===== config.mk =====
export PLATFORM = sky130hd
export DESIGN_NAME = hazard_ctrl
export DESIGN_NICKNAME = d
export VERILOG_FILES = /design/src/rtl/hazard_pkg.sv /design/src/rtl/hazard_perf_cnt.sv /design/src/rtl/hazard_ctrl.sv
export SDC_FILE = /design/constraint.sdc
export NUM_CORES = 1
export LEC_CHECK = 0
export CAP_MARGIN = 10
export CORE_MARGIN = 4
export CORE_UTILIZATION = 45
export CTS_CLUSTER_DIAMETER = 60
export DETAILED_ROUTE_END_ITERATION = 8
export PLACE_DENSITY = 0.77
export SYNTH_ARGS = -nofsm -noshare
export SYNTH_HDL_FRONTEND = slang
export SYNTH_SLANG_ARGS = --single-unit

===== constraint.sdc =====
create_clock -name clk -period 2.3 [get_ports clk]
set_input_delay 0.23 -clock clk [delete_from_list [all_inputs] [get_ports clk]]
set_output_delay 0.23 -clock clk [all_outputs]
set_load 0.05 [all_outputs]

===== src/rtl/hazard_pkg.sv =====
// Shared encodings and widths for the pipeline hazard controller.
package hazard_pkg;

    // Controller states
    typedef enum logic [1:0] {
        IDLE      = 2'd0,
        LOAD_WAIT = 2'd1,
        MD_BUSY   = 2'd2
    } hazardState_t;

    // Operand forwarding selects
    localparam logic [1:0] FWD_RF = 2'b00;
    localparam logic [1:0] FWD_W  = 2'b01;
    localparam logic [1:0] FWD_M  = 2'b10;

    // Result-select encoding that marks a load in E
    localparam logic [1:0] RESULT_SRC_LOAD = 2'b01;

    // Load down-counter width; covers LOAD_STALL-1 for LOAD_STALL up to 3
    localparam int unsigned LOAD_CNT_W = 2;

endpackage


===== src/rtl/hazard_perf_cnt.sv =====
// Saturating performance counter with synchronous clear.
module hazard_perf_cnt #(
    parameter int unsigned CNT_W = 32
) (
    input  logic             clk,
    input  logic             rst_n,
    input  logic             inc,
    input  logic             clr,
    output logic [CNT_W-1:0] count
);

    // Clear wins over increment; the count holds once it reaches all-ones
    always_ff @(posedge clk or negedge rst_n) begin
        if (!rst_n) begin
            count <= '0;
        end else if (clr) begin
            count <= '0;
        end else if (inc && (count != {CNT_W{1'b1}})) begin
            count <= count + CNT_W'(1);
        end
    end

endmodule


===== src/rtl/hazard_ctrl.sv =====
// Pipeline hazard controller: operand forwarding, load-use stall,
// multi-cycle execute handshake, redirect flush and perf counters.
module hazard_ctrl
    import hazard_pkg::*;
#(
    parameter int unsigned REG_AW     = 5,
    parameter int unsigned LOAD_STALL = 1,   // 1..3; >=2 relies on RF write-before-read
    parameter int unsigned CNT_W      = 32
) (
    input  logic              clk,
    input  logic              rst_n,
    input  logic [REG_AW-1:0] rs1_d,
    input  logic [REG_AW-1:0] rs2_d,
    input  logic [REG_AW-1:0] rs1_e,
    input  logic [REG_AW-1:0] rs2_e,
    input  logic [REG_AW-1:0] rd_e,
    input  logic [REG_AW-1:0] rd_m,
    input  logic [REG_AW-1:0] rd_w,
    input  logic              reg_write_m,
    input  logic              reg_write_w,
    input  logic [1:0]        result_src_e,
    input  logic              pc_src_e,
    input  logic              md_start_e,
    input  logic              md_done,
    input  logic              clr_cnt,
    output logic              stall_f,
    output logic              stall_d,
    output logic              stall_e,
    output logic              flush_d,
    output logic              flush_e,
    output logic              flush_m,
    output logic [1:0]        forward_a_e,
    output logic [1:0]        forward_b_e,
    output logic [CNT_W-1:0]  stall_cnt,
    output logic [CNT_W-1:0]  redirect_cnt
);

    hazardState_t          state;
    hazardState_t          stateNext;
    logic [LOAD_CNT_W-1:0] loadCnt;
    logic [LOAD_CNT_W-1:0] loadCntNext;
    logic                  loadUse;

    // Operand A select: M result beats W result; x0 never forwards
    always_comb begin
        forward_a_e = FWD_RF;
        if (reg_write_m && (rs1_e == rd_m) && (rs1_e != '0)) begin
            forward_a_e = FWD_M;
        end else if (reg_write_w && (rs1_e == rd_w) && (rs1_e != '0)) begin
            forward_a_e = FWD_W;
        end
    end

    // Operand B select: same rule as A
    always_comb begin
        forward_b_e = FWD_RF;
        if (reg_write_m && (rs2_e == rd_m) && (rs2_e != '0)) begin
            forward_b_e = FWD_M;
        end else if (reg_write_w && (rs2_e == rd_w) && (rs2_e != '0)) begin
            forward_b_e = FWD_W;
        end
    end

    assign loadUse = (result_src_e == RESULT_SRC_LOAD) && (rd_e != '0) &&
                     ((rs1_d == rd_e) || (rs2_d == rd_e));

    // State and load down-counter registers
    always_ff @(posedge clk or negedge rst_n) begin
        if (!rst_n) begin
            state   <= IDLE;
            loadCnt <= '0;
        end else begin
            state   <= stateNext;
            loadCnt <= loadCntNext;
        end
    end

    // Next state and stall/flush controls; a redirect overrides everything
    always_comb begin
        stateNext   = state;
        loadCntNext = loadCnt;
        stall_f     = 1'b0;
        stall_d     = 1'b0;
        stall_e     = 1'b0;
        flush_d     = 1'b0;
        flush_e     = 1'b0;
        flush_m     = 1'b0;

        if (pc_src_e) begin
            flush_d     = 1'b1;
            flush_e     = 1'b1;
            stateNext   = IDLE;
            loadCntNext = '0;
        end else begin
            case (state)
                IDLE: begin
                    if (md_start_e) begin
                        // A same-cycle result needs no stall at all
                        if (!md_done) begin
                            stall_f   = 1'b1;
                            stall_d   = 1'b1;
                            stall_e   = 1'b1;
                            flush_m   = 1'b1;
                            stateNext = MD_BUSY;
                        end
                    end else if (loadUse) begin
                        stall_f = 1'b1;
                        stall_d = 1'b1;
                        flush_e = 1'b1;
                        if (LOAD_STALL > 1) begin
                            loadCntNext = LOAD_CNT_W'(LOAD_STALL - 1);
                            stateNext   = LOAD_WAIT;
                        end
                    end
                end
                LOAD_WAIT: begin
                    stall_f     = 1'b1;
                    stall_d     = 1'b1;
                    flush_e     = 1'b1;
                    loadCntNext = loadCnt - LOAD_CNT_W'(1);
                    if (loadCnt == LOAD_CNT_W'(1)) begin
                        stateNext = IDLE;
                    end
                end
                MD_BUSY: begin
                    if (md_done) begin
                        stateNext = IDLE;
                    end else begin
                        stall_f = 1'b1;
                        stall_d = 1'b1;
                        stall_e = 1'b1;
                        flush_m = 1'b1;
                    end
                end
                default: begin
                    stateNext   = IDLE;
                    loadCntNext = '0;
                end
            endcase
        end
    end

    // Cycles with the front end held
    hazard_perf_cnt #(.CNT_W(CNT_W)) uStallCnt (
        .clk   (clk),
        .rst_n (rst_n),
        .inc   (stall_f),
        .clr   (clr_cnt),
        .count (stall_cnt)
    );

    // Cycles with a taken redirect in E
    hazard_perf_cnt #(.CNT_W(CNT_W)) uRedirectCnt (
        .clk   (clk),
        .rst_n (rst_n),
        .inc   (pc_src_e),
        .clr   (clr_cnt),
        .count (redirect_cnt)
    );

endmodule


==> impl_metrics.json, run 1 <==
{
  "worst-endpoint-arrival_ns": 1.99,
  "num_io_pins": 119,
  "holdCritPathClass": "input port to flop",
  "ys_warnings": 0,
  "grt_first_pass_wirelength_um": 18230,
  "wl_per_cell_um": 15.99,
  "timing.critical_path.cells": "clkdlybuf4s50_1, or4_1, nor2_2, nor4_2, nor4_2, buf_12",
  "yosys_most_used_dff": "sky130_fd_sc_hd__dfrtp_1",
  "floorplan.die_area_mm2": 0.01047,
  "detailedRoute.firstIterationViolations": 166,
  "hold_path_end": "uStallCnt.count[1]",
  "commonest_non_fill_non_tap_cells_in_the_layout": "sky130_fd_sc_hd__clkdlybuf4s50_1, sky130_fd_sc_hd__nor2_1, sky130_fd_sc_hd__dfrtp_1",
  "layout.nets": 633,
  "route.final.wire_length_um": 11170,
  "placement.cell_area_mm2": 0.005635,
  "synth_sequential_area_ratio_pct": 40.61,
  "max-cap-violations": 0,
  "place_worst_setup_slack_ns": -0.2476,
  "critical_path.most_common_cell": "sky130_fd_sc_hd__nor4_2",
  "die_w_um": 102.3,
  "antenna_left": 0,
  "cell_at_the_root_of_the_clock_tree": "sky130_fd_sc_hd__clkbuf_8",
  "detailedRoute.firstPassIterationCount": 5,
  "cell_at_the_slowest_stage_of_the_critical_path": "sky130_fd_sc_hd__or4_1",
  "deepest_clock_path_buffer_count": 2,
  "detail_route.drc_violations": 0,
  "drv_slew": 0,
  "min_path_cells": 2,
  "clock-skew-final_ns": 0.008466,
  "clock_tree_from_tritoncts": "built",
  "tritoncts_num_sinks": 65,
  "worst_vdd_drop_mv": 0.2687,
  "powerDensity_mw_per_mm2": 401.5,
  "layout.cells.most_common": "sky130_fd_sc_hd__clkdlybuf4s50_1",
  "cts.clk_slew.worst_paths_ns": 0.07,
  "timing_hold_violations_final": 0,
  "initial_core_util_pct": 46.15,
  "mappedNetlistArea_mm2": 0.004005,
  "critical_path_endpoint_category": "output pin",
  "die_h_um": 102.3,
  "worstPathMaxFanout": 2,
  "diodes": 0,
  "route.detailed.vias_per_inst": 5.582,
  "finish.instance_area_mm2": 0.005893,
  "row_count": 34,
  "combinationalPowerShare_pct": 14.6,
  "dp_hpwl_um": 8365,
  "postSynthRegisterBits": 65,
  "switching_part_of_the_total_power_pct": 27.88,
  "status": "complete, no violations",
  "clkLatencyLatePin_ns": 0.34,
  "post_synth.cell_area_avg_um2": 9.144,
  "worst_r2r_startpoint": "uStallCnt.count[1]",
  "clock_tree.htree_level_count": 3,
  "setup_violations": 0,
  "fin_ws_ns": 0.07831,
  "worst_path_largest_cell_delay_ns": 0.55,
  "antenna_found_initial": 0,
  "pwr-share-seq_pct": 48.7,
  "synth-edff-count": 0,
  "final_core_utilization_pct": 67.91,
  "ys_types": 44,
  "async_flop_share_pct": 100.0,
  "syn_inst": 438,
  "synth.net_count": 485,
  "routabilityCongestion": 0.8687,
  "global_route.overflow_total": 0,
  "layout-area-overhead-vs-synth_pct": 47.14,
  "port_buffers": 118,
  "cts_made_buffers": 9,
  "clockPowerShare_pct": 36.7,
  "path_class": "input port to output pin",
  "reg2regPathDepth": 9,
  "slew_at_the_pin_closest_to_its_max_slew_limit_ns": 0.6493,
  "final_layout_size_suffix_gt1_share_pct": 20.47,
  "r2r-end": "uStallCnt.count[17]",
  "via_count": 3902,
  "netSwitchingPower_mw": 0.6596,
  "number_of_global_route_vias_before_repair": 3896,
  "critPathLaunchType": "input port",
  "placeableCoreArea_mm2": 0.008678,
  "setup.reg_to_reg.worst_slack_ns": 0.17,
  "global_route.usage.total_pct": 21.79,
  "fin_crit_sh_pct": 96.60,
  "internal_power_mw": 1.707,
  "achievable-frequency_ghz": 0.4501,
  "grt_start_max_net_pins": 41,
  "layout_min_cycle_time_ns": 2.222,
  "p_leak_nw": 2.342,
  "maxSlewHeadroom_pct": 56.71,
  "timing.critical_path.required_ns": 2.07,
  "min_from": "clr_cnt"
}
==> metrics by stage <==
step	hold WS [ns]	instances	TNS, ns	power, mW
2_1_floorplan	-0.06559	438	0	1.315
3_3_place_gp	0.2900	678	-2.663	1.497
3_5_place_dp	0.2875	678	-3.515	1.505
4_1_cts	0.3997	697	0	2.378
5_1_grt	0.4291	699	-0.03511	2.474
6_report	0.4211	699	0	2.366
==> logic make-up after synthesis <==
| logic type | synth area share (%) |
|---|---|
| muxes | 1.093 |
| DFF | 40.61 |
| and+or+nand+nor | 30.46 |
| AOI/OAI and AO/OA | 9.060 |
| xor gates and xnor gates | 14.87 |
| adders and majority gates | 0.6247 |
| buffers and inverters | 3.280 |
==> power by group through the flow <==
stage	combinational (mW)	sequential (mW)	clock [mW]
floorplan	0.127	1.19	0
detailed placement	0.331	1.17	0
global placement	0.322	1.18	0
finish	0.345	1.15	0.869
CTS	0.339	1.15	0.887
global route	0.371	1.15	0.950
==> final cells by class <==
cell class | count | area [um^2]
sequential | 65 | 1660
clock inverter | 7 | 46.29
timing repair buffer | 157 | 1574
inverter | 10 | 41.29
clock buffer | 9 | 123.9
tap | 108 | 135.1
multi-input combinational | 343 | 2312
fill | 687 | 2785
==> sequential cells by signal, summed over array words and instances, names as in the netlist <==
| name | count |
|---|---|
| state | 1 |
| uRedirectCnt.count | 32 |
| uStallCnt.count | 32 |
==> worst max-delay path, delay by kind of cell <==
family / cells / cell delay [ns]
AND/OR/NAND/NOR: 4 / 1.15
buffers and inverters: 2 / 0.61
==> worst max path at each step <==
stage | startpoint | to | cells past startpoint
finish | rs1_e[1] | forward_a_e[0] | 6
global route | rs2_d[4] | stall_f | 10
CTS | rd_e[0] | stall_d | 9
detailed placement | rd_e[2] | uStallCnt.count[17] | 8
global placement | rd_e[0] | uStallCnt.count[19] | 8
floorplan | uStallCnt.count[4] | uStallCnt.count[22] | 6
==> cell usage after synthesis (3+ instances only) <==
master / count / area, um^2
sky130_fd_sc_hd__dfrtp_1: 65 / 1627
sky130_fd_sc_hd__and3_1: 10 / 62.56
sky130_fd_sc_hd__xnor2_1: 31 / 271.5
sky130_fd_sc_hd__nor4_1: 7 / 43.79
sky130_fd_sc_hd__clkbuf_1: 12 / 45.04
sky130_fd_sc_hd__nor2b_1: 10 / 62.56
sky130_fd_sc_hd__nand4_1: 30 / 187.7
sky130_fd_sc_hd__nor3_1: 5 / 25.02
sky130_fd_sc_hd__o21ai_0: 12 / 60.06
sky130_fd_sc_hd__mux2_2: 3 / 33.78
sky130_fd_sc_hd__or3_1: 5 / 31.28
sky130_fd_sc_hd__o31ai_1: 10 / 75.07
sky130_fd_sc_hd__and4_1: 7 / 61.31
sky130_fd_sc_hd__a21oi_1: 18 / 90.09
sky130_fd_sc_hd__buf_4: 4 / 30.03
sky130_fd_sc_hd__inv_1: 10 / 37.54
sky130_fd_sc_hd__nand2_1: 34 / 127.6
sky130_fd_sc_hd__a2111oi_4: 3 / 82.58
sky130_fd_sc_hd__nand3_1: 31 / 155.2
sky130_fd_sc_hd__or4_1: 18 / 135.1
sky130_fd_sc_hd__nor2_1: 49 / 183.9
sky130_fd_sc_hd__xor2_1: 37 / 324.1
==> per-layer routing <==
| metal | routed length, um | track usage (%) | up-vias | share of wire, % |
|---|---|---|---|---|
| met5 | 0 | 0 | - | 0 |
| met4 | 60 | 4.137 | 0 | 0.54 |
| li1 | - | - | 1870 | - |
| met2 | 5631 | 37.78 | 121 | 50 |
| met3 | 701 | 4.846 | 9 | 6.3 |
| met1 | 4780 | 28.19 | 1902 | 43 |
==> timing repair <==
action | in CTS | in global routing
cloned | 0 | 0
hold buffers | 1 | 0
hold endpoints to repair | 25 | 0
setup buffers | 2 | 2
pin swaps | 1 | 7
resized for setup | 2 | 11
setup endpoints to repair | 2 | 6
Power figures use the tool's default switching activity.
==> inputs of run 2 (changes only) <==
- clock period: 2.3 -> 2.19 ns (I/O delays scaled with it)
==> run 2 against run 1 <==
Clock skew increased by 0.0066 ns. Power increased by 3.7%. Core utilization increased by 4.4 points. Design area increased by 6.5%. Routed wire length increased by 2.6%. Sequential power increased by 5%. Largest power group unchanged. Highest routed layer unchanged.
==> impl_metrics.json, run 2 (same netlist as run 1, synthesis figures left out) <==
{
  "placement.cell_area_mm2": 0.005896,
  "diodes": 0,
  "dp_hpwl_um": 8482,
  "clockPowerShare_pct": 35.2,
  "setup.reg_to_reg.worst_slack_ns": 0.12,
  "netSwitchingPower_mw": 0.6587,
  "timing.critical_path.required_ns": 1.97,
  "drv_slew": 0,
  "deepest_clock_path_buffer_count": 2,
  "tritoncts_num_sinks": 65,
  "hold_path_end": "uStallCnt.count[14]",
  "pwr-share-seq_pct": 49.3,
  "groute.layer.met1.usage_pct": 28.48,
  "placeableCoreArea_mm2": 0.008678,
  "detail_route.drc_violations": 0,
  "cts_made_buffers": 9,
  "detailedRoute.firstIterationViolations": 123,
  "route.final.wire_length_um": 11460,
  "final_core_utilization_pct": 72.33,
  "antenna_left": 0,
  "via_count": 4015,
  "regArea_mm2": 0.001677,
  "number_of_global_route_vias_before_repair": 4002,
  "worst-endpoint-arrival_ns": 1.90,
  "worst_r2r_startpoint": "uStallCnt.count[15]",
  "top_regs": "uRedirectCnt.count: 32 flops, uStallCnt.count: 32 flops, state: 1 flops",
  "combinationalPowerShare_pct": 15.4,
  "finish.instance_area_mm2": 0.006277,
  "commonest_non_fill_non_tap_cells_in_the_layout": "sky130_fd_sc_hd__clkdlybuf4s50_1, sky130_fd_sc_hd__buf_4, sky130_fd_sc_hd__nor2_1",
  "final_layout_size_suffix_gt1_share_pct": 29.11,
  "layout.nets": 674,
  "die_h_um": 102.3,
  "path_class": "input port to output pin",
  "floorplan.die_area_mm2": 0.01047,
  "internal_power_mw": 1.796,
  "row_count": 34,
  "wl_per_cell_um": 15.49,
  "achievable-frequency_ghz": 0.4714,
  "global_route.overflow_total": 0,
  "totalPowerFinal_mw": 2.455,
  "gr-usage-met2_pct": 38.63,
  "clkLatencyLatePin_ns": 0.34,
  "layout_min_cycle_time_ns": 2.121,
  "slew_at_the_pin_closest_to_its_max_slew_limit_ns": 0.6869,
  "multiInputGateArea_mm2": 0.002382,
  "fin_ws_ns": 0.06887,
  "detailedRoute.firstPassIterationCount": 5,
  "place_worst_setup_slack_ns": -0.2693,
  "n_fill_cell": 629,
  "setup_violations": 0,
  "cell_at_the_root_of_the_clock_tree": "sky130_fd_sc_hd__clkbuf_8",
  "powerDensity_mw_per_mm2": 391.1,
  "die_w_um": 102.3,
  "worst_vdd_drop_mv": 0.3252,
  "maxSlewHeadroom_pct": 54.21,
  "clock-skew-final_ns": 0.01511,
  "port_buffers": 118,
  "holdCritPathClass": "input port to flop",
  "global_route.usage.total_pct": 22.12,
  "min_path_cells": 2,
  "grt_start_max_net_pins": 66,
  "hold_ws_ns": 0.4140,
  "clock_tree_from_tritoncts": "built",
  "switching_part_of_the_total_power_pct": 26.83,
  "setup_repair_after_global_routing_missed_its_margin": "true",
  "layout-area-overhead-vs-synth_pct": 56.73,
  "worstPathMaxFanout": 2,
  "status": "complete, no violations",
  "grt_util_met3_pct": 3.481,
  "critical_path_endpoint_category": "output pin",
  "max-cap-violations": 0,
  "grt_first_pass_wirelength_um": 18730,
  "initial_core_util_pct": 46.15,
  "num_io_pins": 119,
  "critPathLaunchType": "input port",
  "antenna_found_initial": 0,
  "busiest_layer": "met2",
  "clock_tree.htree_level_count": 3,
  "layout.cells.most_common": "sky130_fd_sc_hd__clkdlybuf4s50_1",
  "route.detailed.vias_per_inst": 5.426,
  "timing_hold_violations_final": 0,
  "fin_crit_sh_pct": 96.86,
  "r2r-end": "uStallCnt.count[29]",
  "reg2regPathDepth": 6,
  "cts.clk_slew.worst_paths_ns": 0.08,
  "min_from": "clr_cnt",
  "routabilityCongestion": 0.9005,
  "p_leak_nw": 2.520
}
==> run 2: cell count changes in the layout (fill, tap and decap cells not counted), sizes merged <==
cell / delta
buf: +40
clkdlybuf4s50: -3
clkbuf: +1
clkinv: -2
clkinvlp: +2
inv: -1
dlymetal6s2s: -2
dlygate4sd2: +5
bufbuf: +1
==> run 2: final cells by class <==
class,count,share of cell area (%)
well taps,108,2.153
clock buffers,10,2.033
inverters,10,0.6578
repair buffers,198,29.94
clock inverters,6,0.5581
multi-input cells,343,37.95
flip-flops and latches,65,26.71
==> run 2: worst max-delay path by stage <==
stage	startpoint	end	slack, ns	depth (start not counted)
floorplan	rs1_e[1]	forward_a_e[0]	-0.07	4
global placement	rd_e[0]	uStallCnt.count[28]	-0.16	8
detailed placement	rd_e[0]	uStallCnt.count[28]	-0.27	9
CTS	rs1_e[1]	forward_a_e[0]	0.009	6
global route	rs1_e[1]	forward_a_e[0]	-0.03	6
finish	rs1_e[1]	forward_a_e[0]	0.07	6
==> run 2: power by group through the flow <==
stage               clock network, mW  registers (mW)  logic (mW)
global placement                    0            1.23       0.355
global route                    0.934            1.21       0.409
floorplan                           0            1.25       0.136
CTS                             0.881            1.21       0.376
finish                          0.865            1.21       0.379
detailed placement                  0            1.23       0.363
==> run 2: worst max-delay path, cell delays in order <==
cell and delay (ns):
sky130_fd_sc_hd__clkdlybuf4s50_1 0.42, sky130_fd_sc_hd__or4_4 0.44, sky130_fd_sc_hd__nor2_4 0.16, sky130_fd_sc_hd__nor4_4 0.07, sky130_fd_sc_hd__nor4_2 0.28, sky130_fd_sc_hd__bufbuf_16 0.32
==> run 2: per-stage QoR <==
step	setup TNS (ns)	cells
6_report	0	740
5_1_grt	-0.03758	740
4_1_cts	0	730
3_5_place_dp	-4.334	709
3_3_place_gp	-2.014	709
2_1_floorplan	-0.1384	438
==> run 2: per-layer routing <==
metal  share of wire [%]  wire length (um)  vias to the layer above
met2                  51              5868                      114
li1                    -                 -                     1953
met1                  42              4854                     1931
met3                 5.0               577                       17
met4                 1.4               163                        0
met5                   0                 0                        -
==> run 2: timing repair <==
action	4_1_cts	5_1_grt
resized for setup	10	18
endpoints found under the hold margin	65	0
setup buffers	5	10
setup endpoints to repair	2	10
pin swaps	6	10
hold buffers	1	0
==> inputs of run 3 (changes only) <==
- SLEW_MARGIN: not set -> 5
==> results of run 3 <==
Same layout as run 2: the final DEF is identical, and so are final timing and power.
